[config.mk]
export PLATFORM = sky130hd
export DESIGN_NAME = tt_um_microtile_pwm_multi
export DESIGN_NICKNAME = d
export VERILOG_FILES = /design/src/rtl/tt_pwm_pkg.sv /design/src/rtl/tt_sync2_edge.sv /design/src/rtl/tt_um_microtile_pwm_multi.sv
export SDC_FILE = /design/constraint.sdc
export NUM_CORES = 1
export LEC_CHECK = 0
export CAP_MARGIN = 20
export CORE_ASPECT_RATIO = 0.7
export CORE_MARGIN = 2
export CORE_UTILIZATION = 60
export DETAILED_ROUTE_END_ITERATION = 10
export PLACE_DENSITY = 0.79
export SLEW_MARGIN = 25
export SYNTH_ARGS = -nofsm -noshare
export SYNTH_HDL_FRONTEND = slang
export SYNTH_SLANG_ARGS = --single-unit
[constraint.sdc]
create_clock -name clk -period 2.3 [get_ports clk]
set_input_delay 0.575 -clock clk [delete_from_list [all_inputs] [get_ports clk]]
set_output_delay 0.575 -clock clk [all_outputs]
set_load 0.05 [all_outputs]
[src/rtl/tt_pwm_pkg.sv]
// Shared constants and helpers for the PWM microtile family.
// Field positions of the ui_in load word and the stagger offset helper.
package tt_pwm_pkg;

    localparam int STROBE_BIT = 7;
    localparam int SEL_MSB    = 6;
    localparam int SEL_LSB    = 4;
    localparam int NIBBLE_W   = 4;
    localparam int SEL_W      = 3;

    // Phase offset of channel i so rising edges spread evenly over one period.
    function automatic int stagger_off(input int i, input int width, input int channels);
        return (i * (1 << width)) / channels;
    endfunction

endpackage

[src/rtl/tt_sync2_edge.sv]
// Parametrised 2-flop synchroniser with a one-cycle rising-edge pulse on one
// selected bit. Asynchronous active-low reset clears every stage.
module tt_sync2_edge #(
    parameter int WIDTH    = 8,
    parameter int EDGE_BIT = WIDTH - 1
) (
    input  logic             clk,
    input  logic             rst_n,
    input  logic [WIDTH-1:0] d,
    output logic [WIDTH-1:0] q,
    output logic             rise
);

    logic [WIDTH-1:0] meta;
    logic             prev;

    always_ff @(posedge clk or negedge rst_n) begin
        if (!rst_n) begin
            meta <= '0;
            q    <= '0;
            prev <= 1'b0;
        end else begin
            meta <= d;
            q    <= meta;
            prev <= q[EDGE_BIT];
        end
    end

    // High only on the first cycle the synchronised bit is seen set.
    assign rise = q[EDGE_BIT] & ~prev;

endmodule

[src/rtl/tt_um_microtile_pwm_multi.sv]
// Multi-channel PWM microtile: nibble-loaded, double-buffered duty registers
// applied at period wrap. Define PWM_STAGGER_EN to phase-spread the channels.
module tt_um_microtile_pwm_multi
    import tt_pwm_pkg::*;
#(
    parameter int CHANNELS = 4,
    parameter int WIDTH    = 8
) (
    input  logic       clk,
    input  logic       rst_n,
    input  logic [7:0] ui_in,
    output logic [7:0] uo_out
);

    logic [7:0]          ui_sync;
    logic                strobe_rise;
    logic                load_pulse;
    logic [SEL_W-1:0]    sel;
    logic [NIBBLE_W-1:0] data;
    logic [WIDTH-1:0]    cnt;
    logic                wrap;
    logic [CHANNELS-1:0] pwm_q;

    tt_sync2_edge #(
        .WIDTH    (8),
        .EDGE_BIT (STROBE_BIT)
    ) u_sync (
        .clk   (clk),
        .rst_n (rst_n),
        .d     (ui_in),
        .q     (ui_sync),
        .rise  (strobe_rise)
    );

    assign load_pulse = strobe_rise & ui_sync[STROBE_BIT];
    assign sel        = ui_sync[SEL_MSB:SEL_LSB];
    assign data       = ui_sync[NIBBLE_W-1:0];
    assign wrap       = &cnt;

    always_ff @(posedge clk or negedge rst_n) begin
        if (!rst_n) begin
            cnt <= '0;
        end else begin
            cnt <= cnt + WIDTH'(1);
        end
    end

    for (genvar i = 0; i < CHANNELS; i++) begin : g_ch
        logic [WIDTH-1:0] shadow;
        logic [WIDTH-1:0] active;
        logic [WIDTH-1:0] cmp;
        logic [WIDTH-1:0] shadow_next;
        logic             pwm_bit;

        // New nibble enters at the bottom; older nibbles shift out the top.
        if (WIDTH > NIBBLE_W) begin : g_shift
            assign shadow_next = {shadow[WIDTH-NIBBLE_W-1:0], data};
        end else begin : g_direct
            assign shadow_next = data[WIDTH-1:0];
        end

`ifdef PWM_STAGGER_EN
        localparam logic [WIDTH-1:0] OFF = WIDTH'(stagger_off(i, WIDTH, CHANNELS));
        assign cmp = cnt + OFF;
`else
        assign cmp = cnt;
`endif

        // Transfer samples the pre-load shadow when a load shares the wrap edge.
        always_ff @(posedge clk or negedge rst_n) begin
            if (!rst_n) begin
                shadow  <= '0;
                active  <= '0;
                pwm_bit <= 1'b0;
            end else begin
                if (load_pulse && (sel == SEL_W'(i))) begin
                    shadow <= shadow_next;
                end
                if (wrap) begin
                    active <= shadow;
                end
                pwm_bit <= (cmp < active);
            end
        end

        assign pwm_q[i] = pwm_bit;
    end

    for (genvar b = 0; b < 8; b++) begin : g_out
        if (b < CHANNELS) begin : g_used
            assign uo_out[b] = pwm_q[b];
        end else begin : g_tied
            assign uo_out[b] = 1'b0;
        end
    end

endmodule

# After elaboration in Yosys (flattened, before gate mapping)
# Cells that the tools add are included.
# op_classes
n_lt_le_gt_ge	4
n_mul	0
add_sub_neg	1
n_shift	0
div_mod_pow	0
n_eq_ne	3
n_reduce_logical	6
muxes	0
bitwise_logic	3
# op_table
cell	n
8-bit less-than comparator	4
8-bit by 1-bit adder with 8-bit output, second input constant	1
8-bit AND reduction	1
3-bit by 2-bit == test with 1-bit output, second input constant	2
1-bit logical AND	4
3-bit by 1-bit == test with 1-bit output, second input constant	1
3-bit zero test	1
1-bit bitwise AND	2
1-bit inverter	1
# word_totals
latch_bits	0
memories	0
rom_bits	0
reg_bits	93
mem_bits_rw	0
output_inout_bits	8

# Logic depth before layout (Yosys ltp)
# Gate-level depths: netlist of the first run.
# depth
word_depth	4
mapped_depth	5

# By module
# Synthesis of the first run repeated with hierarchy kept, for this count alone.
# hier_totals
cells_unflattened	297
hier_area_um2	4068.9
# modules_own_cells
module	area_each_um2	n_inst	cells_per_inst	seq_area_each_um2
tt_um_microtile_pwm_multi	3629.7	1	279	1901.8
tt_sync2_edge	439.2	1	18	425.4

# Worst setup path after synthesis of the first run
# No wires, ideal clock.
# synth_timing
path_type	register -> register
startpoint	register cnt[2]
endpoint	register g_ch[0].active[0]
period_less_slack_ps	1594
setup_ps	125
stages_incl_launch_ff	6
slack_ps	706
arrival_ps	1468
path_cell_list	dfrtp_1 > and4_4 > and4_1 > buf_6 > buf_12 > mux2_4
# synth_between
elab_chain_cells	1
# synth_lines
element	line_no	rtl
from (decl)	tt_um_microtile_pwm_multi.sv:20	logic [WIDTH-1:0] cnt;
from (signal assigned)	tt_um_microtile_pwm_multi.sv:44	cnt <= cnt + WIDTH'(1);
8-bit AND reduction	tt_um_microtile_pwm_multi.sv:38	assign wrap = &cnt;
to (signal assigned)	tt_um_microtile_pwm_multi.sv:80	active <= shadow;
to (decl)	tt_um_microtile_pwm_multi.sv:50	logic [WIDTH-1:0] active;
# No other way between the ends.
# A chain may end at the register's enable or synchronous reset.

# Worst setup path in the final report of the first run
# layout_timing
startpoint	register g_ch[0].pwm_bit
endpoint	output uo_out[0]
# layout_rtl
element	line_no	rtl
from (decl)	tt_um_microtile_pwm_multi.sv:53	logic pwm_bit;
from (signal assigned)	tt_um_microtile_pwm_multi.sv:82	pwm_bit <= (cmp < active);
to (decl)	tt_um_microtile_pwm_multi.sv:12	output logic [7:0] uo_out
# No word-level cell between the ends.

==> results of run 1 <==
cells in the final DEF (no fill, tap or decap), types with 2 or more instances in the layout:
master                            count
sky130_fd_sc_hd__buf_12               2
sky130_fd_sc_hd__nor2_1               4
sky130_fd_sc_hd__dfrtp_1             93
sky130_fd_sc_hd__o211ai_1             3
sky130_fd_sc_hd__clkbuf_8             9
sky130_fd_sc_hd__clkinv_2             2
sky130_fd_sc_hd__nand3_1             10
sky130_fd_sc_hd__inv_1               29
sky130_fd_sc_hd__mux2_2              34
sky130_fd_sc_hd__buf_4                4
sky130_fd_sc_hd__nand2_1              7
sky130_fd_sc_hd__mux2_4              30
sky130_fd_sc_hd__xnor2_1              5
sky130_fd_sc_hd__ha_1                29
sky130_fd_sc_hd__inv_6                4
sky130_fd_sc_hd__a21oi_1             12
sky130_fd_sc_hd__nor2b_1              3
sky130_fd_sc_hd__clkdlybuf4s50_1     12
sky130_fd_sc_hd__nand4_1              2
sky130_fd_sc_hd__conb_1               4
sky130_fd_sc_hd__a21o_1               3
sky130_fd_sc_hd__o21ai_0              3
how the worst max path moves through the flow:
stage                                    from                             to  slack (ns)  depth (start not counted)
floorplan                    cnt[2]$_DFF_PN0_  g_ch[0].active[0]$_DFFE_PN0P_        0.71                          5
global placement             cnt[3]$_DFF_PN0_  g_ch[3].active[7]$_DFFE_PN0P_        0.48                          4
detailed placement           cnt[3]$_DFF_PN0_  g_ch[3].active[7]$_DFFE_PN0P_        0.49                          4
CTS                 g_ch[2].pwm_bit$_DFF_PN0_                      uo_out[2]        0.23                          1
global route        g_ch[3].pwm_bit$_DFF_PN0_                      uo_out[3]        0.18                          1
finish              g_ch[0].pwm_bit$_DFF_PN0_                      uo_out[0]        0.25                          1
cell families (layout without fill, tap and decap cells):
kind of cell,Yosys count,in the layout,share of synthesized area (%)
DFF,93,93,55.9
muxes,64,64,20.0
buffers and inverters,43,63,6.01
and+or+nand+nor,34,34,4.60
adders and majority gates,29,29,8.71
AOI/OAI and AO/OA,24,24,3.43
xor gates and xnor gates,6,6,1.26
other,1,4,0.0901
registers in the layout, summed over array words and instances, names as in the netlist:
register	flops
u_sync.q	8
u_sync.meta	8
cnt	8
g_ch.pwm_bit	4
g_ch.active	32
u_sync.prev	1
g_ch.shadow	32
metal layers:
layer / wire length (um) / up-vias
li1: - / 1046
met1: 3390 / 1081
met2: 2900 / 34
met4: 78 / 0
met5: 0 / -
met3: 193 / 8
layout make-up:
| class | instances | share of cell area, % |
|---|---|---|
| clock buffer | 9 | 2.74 |
| clock inverter | 7 | 1.19 |
| inverter | 29 | 2.41 |
| multi-input combinational | 161 | 35.4 |
| sequential | 93 | 51.5 |
| tap | 94 | 2.60 |
| timing repair buffer | 18 | 4.21 |
stage by stage:
stage	power, mW	hold slack [ns]	std cells	worst slack, ns	instance area (um2)
final	3.12	0.124	411	0.246	4520
after global routing	3.26	0.129	411	0.180	4520
after CTS	3.16	0.123	411	0.231	4520
after detailed placement	2.16	0.335	395	0.488	4340
after global placement	2.14	0.331	395	0.477	4340
after floorplan	2.04	0.279	297	0.706	4180
power by group through the flow:
stage               registers, mW  clock network [mW]  logic (mW)
global route                 1.94                1.09       0.234
global placement             1.94                   0       0.206
CTS                          1.92                1.03       0.216
detailed placement           1.95                   0       0.216
finish                       1.92               0.990       0.210
floorplan                    1.89                   0       0.155
==> results.txt, run 1 <==
- Largest stage delay on the critical path: 0.80 ns
- Clock insertion delay at the later pin of the skew report: roughly 0.35 ns
- RR Startpoint: cnt[3]$_DFF_PN0_
- Master of the slowest instance on the critical path: sky130_fd_sc_hd__clkdlybuf4s50_1
- In the routed design, unresolved DRC markers number 0.
- Counting flops with a built-in enable in the synthesized netlist gives 0.
* Leading register cell type out of synthesis: sky130_fd_sc_hd__dfrtp_1
- The share of total power dissipated in sequential elements is 61.5%.
- Total Neg Setup Slack: 0 ns
* Fraction of registers with async set or reset after synthesis: 100%
- After filler insertion, the fill cell instance count of the layout stands at 480.
- 0 antenna diodes ended up in the layout.
* Area leader, netlist: sky130_fd_sc_hd__dfrtp_1
* Fraction of post-synthesis cell area in the top cell type by area: 55.9%
- Clock group share of total power: about a third
- The count of pins over their slew limit was 0.
- Logic gate share of total power: 6.7%
- H-tree Lvls: 3
* Number of warning messages in the yosys log: 0
- The number of global-route vias before repair came to between 2,000 and 2,500.
* Overall die area: 0.00763 mm2
- Sequential elements use 55.9% of the synthesized area.
- Cells fill around 67% of the core in the end.
- In this run the register-to-register setup slack is between 0.4 and 0.5 ns.
* Number of buffers and inverters on the critical path: 1
- Top-level port count: 18
* Final hold violations: 0
* Area growth from synthesis to layout: 8.56%
* Max Clk Rate: around 490 MHz
- Number of vias per cell after detailed routing: 5.28
- Destination of the worst register-to-register timing path: g_ch[3].active[7]$_DFFE_PN0P_
- Antenna Violating Nets Remaining: 0
- Max Cap Viol: 0
* Number of hold-repair buffers added at the cts stage: 0
- The sequential cells in the finished layout cover a total of about 0.0023 mm2.
* Post-CTS Setup Repair Bufs: 0
- In this run the worst path has a maximum fanout of 1.
- After synthesis, the netlist uses 32 different library cells.
* Initial antenna violation count: 0
- First-pass GRT wire length: 11.3 mm
- Area contributors post-synth: sky130_fd_sc_hd__dfrtp_1, sky130_fd_sc_hd__mux2_4, sky130_fd_sc_hd__mux2_2
- For this run the aggregate overflow at the end of global routing stands at 0.
- Max IR drop VDD: 0.490 mV
- Layer with the highest usage after global routing: met2
- For this run, the post-layout net count is between 300 and 400.
* Power density normalized to cell area: 690 mW/mm2
- STA puts the critical path data required time at 1.73 ns.
- The floorplan step set the die height to 73.7 um.
- The flow ran to the end, and the final reports show no timing, DRC or antenna violations.
* Class of the tightest hold or removal check: in2async
* Area of the core: between 0.006 and 0.007 mm2
* Internal portion of total power: 2.32 mW
- Global Route met3 Usage: under 10%
- Met1 usage in global routing: 28.3%
- RePlAce Congestion: around 0.77
- Reg clk slew, reported paths: 0.09 ns
- Largest net degree at the start of global routing: 49
- Multi-input logic area: 0.00160 mm2
- In the synthesized netlist, the cells that appear most often are sky130_fd_sc_hd__dfrtp_1, sky130_fd_sc_hd__mux2_2, sky130_fd_sc_hd__mux2_4.
- Family of cells with the greatest summed delay on the critical path: buffers and inverters
* Clk buf depth: 2
- Remaining max-slew budget at the tightest pin: ~66%
* Area of the mapped netlist: 0.00416 mm2
* RSZ-0062 raised after global routing: false
- TritonCTS built the clock tree.
- Switching Power: 0.794 mW
- In the final routed layout, each cell accounts on average for around 16 um.
* TritonCTS Buffers: 9
- After technology mapping, the gate count stands at 294.
- Kind of start point of the critical path: register
- Period utilization: 89.3%
- Crit Path Category: reg2out
* GR Util All Layers: 19.7%
- STA classifies the critical path endpoint as an output port.
- Layout cell share with drive strength beyond 1: between 20% and 30%
- In this run the core area contains 25 standard-cell rows.
- Total of buffers placed on input and output ports: 13
- Between clock sinks in the finished design, the worst skew comes to 0.00548 ns.
- Half-perimeter wire length after detailed placement: 4.73 mm
- The routed layout has between 2,000 and 2,500 vias.
- In this run switching power makes up 25.5% of total power.
- Measured in cells, the most critical reg-to-reg path has a length of 4.
- Dividing the synthesized area by the synthesized cell count gives 14.2 um2.
- Initial core utilization: 61.9%
- Traced cell by cell, the critical path runs through clkdlybuf4s50_1.
- CTS Root Buffer Type: sky130_fd_sc_hd__clkbuf_8
- For the worst setup path, the data arrival time is approximately 1.5 ns.
- Setup violations remaining at the end of the flow were counted as 0.
- The final layout contains routed wiring with a total length of 6.56 mm.
* Min Tclk post-route: 2.05 ns
* Fraction of met2 tracks used by global routing: ~30%
* Cell leakage power: 2.10 nW
- Sinks on the clock net: between 90 and 100
- From left edge to right edge, the die measures between 100 and 150 um.
- Once the clock tree was built, the resizer swapped 0 gates to a different size.
* Post-synthesis register bit count: 93
- For the pin with the worst max-slew slack, the measured transition is 0.503 ns.
- The pre-antenna-repair detailed-routing pass consisted of 4 iterations.
- First DRT Iteration DRCs: 65
- Most common cell in the netlist: sky130_fd_sc_hd__dfrtp_1
Note: power is estimated with default switching activity, not from simulation.
==> inputs of run 2 (changes only) <==
- CORE_MARGIN: 2 -> 5
==> run 2 against run 1 <==
Against the previous run: critical path depth stayed put; final cell count is 0.49% lower; global-route usage fell by 1.7 points; clock skew is 0.0027 ns higher; power rose by 1.7%; clock-buffer cell count is 1 higher; register-to-register slack worse by 0.02 ns; cell area rose by 0.11%; worst hold slack worse by 0.027 ns; utilization shrank 0.24 points; first-iteration DRC count up 9.2%.
==> results.txt, run 2 (same netlist as run 1, synthesis figures left out) <==
- Remaining max-slew budget at the tightest pin: ~66%
- The worst path in the final design needs a cycle of 2.07 ns, including I/O delays and setup.
- Final setup violation count: 0
- In this design, the stage delay of the slowest critical-path cell is approximately 0.8 ns.
- The count of pins over their slew limit was 0.
- Sinks on the clock net: 93
* Power density normalized to cell area: roughly 700 mW/mm2
- Dividing the final minimum period by the clock period gives 90.1%.
- TritonCTS built the clock tree.
* Number of hold-repair buffers added at the cts stage: 0
- Fin area: between 0.004 and 0.005 mm2
- Switching share of power: 25.3%
- Kind of start point of the critical path: register
- Gates resized, CTS repair: 0
* Area growth from synthesis to layout: 8.68%
- TritonCTS Buffers: 9
* Class of the tightest hold or removal check: in2async
- Reg clk slew, reported paths: roughly 0.1 ns
- Total of buffers placed on input and output ports: 13
- Worst setup slack after placement: between 0.4 and 0.5 ns
- Master of the slowest instance on the critical path: sky130_fd_sc_hd__clkdlybuf4s50_1
- Slew @ Worst Pin: 0.514 ns
- In the final timing run, aggregate negative setup slack is 0 ns.
* Critical path data arrival time: approximately 1.5 ns
- In this run the horizontal extent of the chip is ~110 um.
- Post-CTS Setup Repair Bufs: 0
* Final routed DRC violation total: 0
* Wire per inst: 16.3 um
* Number of buffers and inverters on the critical path: 1
- RSZ-0062 raised after global routing: false
- After detailed routing, the number of vias per cell comes to 5.29.
- In this run the standard cell core region covers a little under 0.007 mm2.
- After layout, the worst setup slack is 0.227 ns.
- The internal portion of the total power is about 2.4 mW.
- Number of diodes: 0
- Global routing used 5.17% of the available met3 tracks.
- At the later pin of the worst-skew pair, clock insertion delay measures 0.36 ns.
- Vertical die dimension: 79.7 um
* Sequential standard cell area: 0.00233 mm2
* Largest net degree at the start of global routing: 71
- In this run the critical register-to-register path is launched from cnt[1]$_DFF_PN0_.
- Fraction of met2 tracks used by global routing: 26.4%
- STA classifies the critical path endpoint as an output port.
* Instance area after placement: roughly 0.0043 mm2
- For flop-to-flop paths, the worst setup slack is 0.45 ns.
- The completed layout was analyzed and its total power is 3.17 mW.
- Antenna Violating Nets Remaining: 0
* Max Clk Rate: 482 MHz
- Cell-by-cell listing of the critical path: clkdlybuf4s50_1
* First DRT Iteration DRCs: 71
* Final design utilization: 67.0%
* Clock group share of total power: around a third
- Cell leakage power: 2.10 nW
- Drt pass-1 iters: 4
- Clk buf depth: 2
* Crit path from: g_ch[3].pwm_bit$_DFF_PN0_
* Multi-input logic area: 0.00160 mm2
* Top-level port count: 18
- Number of fill cells: 511
- Crit Path Category: reg2out
- For this block, the via count after detailed routing is 2,162.
- At the end of routability-driven placement, the weighted congestion stood at 0.766.
* Final #Nets: approximately 350
* Max IR drop VDD: between 0.5 and 0.6 mV
- Max-cap violations in this run came to 0.
- After global routing, the most crowded layer is met2.
- Leaving out fill and tap cells, the most frequent cell in the layout is sky130_fd_sc_hd__dfrtp_1.
- The number of antenna violations at the first check in global routing came to 0.
- The number of global-route vias before repair was 2,280.
- GR Util All Layers: 18.0%
- Final wirelength: 6.65 mm
- Final hold violations: 0
- The die covers 0.00873 mm2.
- Largest registers: g_ch.active (32), g_ch.shadow (32)
- Result of the run: complete, no violations
* Sequential group share of total power: 60.1%
- First-pass GRT wire length: between 10 and 15 mm
- Met1 usage in global routing: 26.3%
- CTS built an H-tree with a depth of 3.
- Switching Power: 0.801 mW
* Commonest cells after routing, fill and taps aside: sky130_fd_sc_hd__dfrtp_1, sky130_fd_sc_hd__mux2_2, sky130_fd_sc_hd__mux2_4
* Number of rows created at floorplan: 25
- Clock Skew: between 0.008 and 0.009 ns
- Global routing finished with a remaining overflow of 0.
- Worst-path maximum fanout: 1
- Cells with a size suffix above 1 make up between 20% and 30% of the layout.
* Family of cells with the greatest summed delay on the critical path: buffers and inverters
- CTS Root Buffer Type: sky130_fd_sc_hd__clkbuf_8
- Critical path required time: 1.73 ns
- Of the total power, combinational logic draws 6.6%.
* Initial core utilization: between 60 and 70%
* Half-perimeter wire length after detailed placement: 4.83 mm
-- run 2: cell type report --
cell class	instances	area share [%]
multi-input combinational	161	35.3
tap	94	2.60
clock inverter	6	1.33
sequential	93	51.4
clock buffer	10	3.04
inverter	29	2.41
timing repair buffer	16	3.87
-- run 2: power by group through the flow --
stage / registers (mW) / logic, mW / clock network (mW)
6_report: 1.91 / 0.210 / 1.06
5_1_grt: 1.93 / 0.236 / 1.17
4_1_cts: 1.91 / 0.215 / 1.10
3_5_place_dp: 1.94 / 0.213 / 0
3_3_place_gp: 1.93 / 0.204 / 0
2_1_floorplan: 1.89 / 0.155 / 0
-- run 2: metrics by stage --
| stage | cells | hold slack [ns] |
|---|---|---|
| after floorplan | 297 | 0.279 |
| after global placement | 393 | 0.332 |
| after detailed placement | 393 | 0.335 |
| after CTS | 409 | 0.0945 |
| after global routing | 409 | 0.103 |
| final | 409 | 0.0968 |
-- run 2: path summary, 6_finish.rpt --
path,to,cells after the start
max,uo_out[3],1
min,g_ch[2].pwm_bit$_DFF_PN0_,1
min reg2reg,u_sync.q[1]$_DFF_PN0_,0
max in group asynchronous,g_ch[0].shadow[5]$_DFFE_PN0P_,2
max reg2reg,g_ch[3].active[7]$_DFFE_PN0P_,4
min in group clk,u_sync.q[1]$_DFF_PN0_,0
-- run 2: layer usage --
| layer | up-vias | share of wire (%) |
|---|---|---|
| li1 | 1035 | - |
| met1 | 1093 | 51 |
| met2 | 26 | 44 |
| met3 | 8 | 3.4 |
| met4 | 0 | 0.92 |
| met5 | - | 0 |
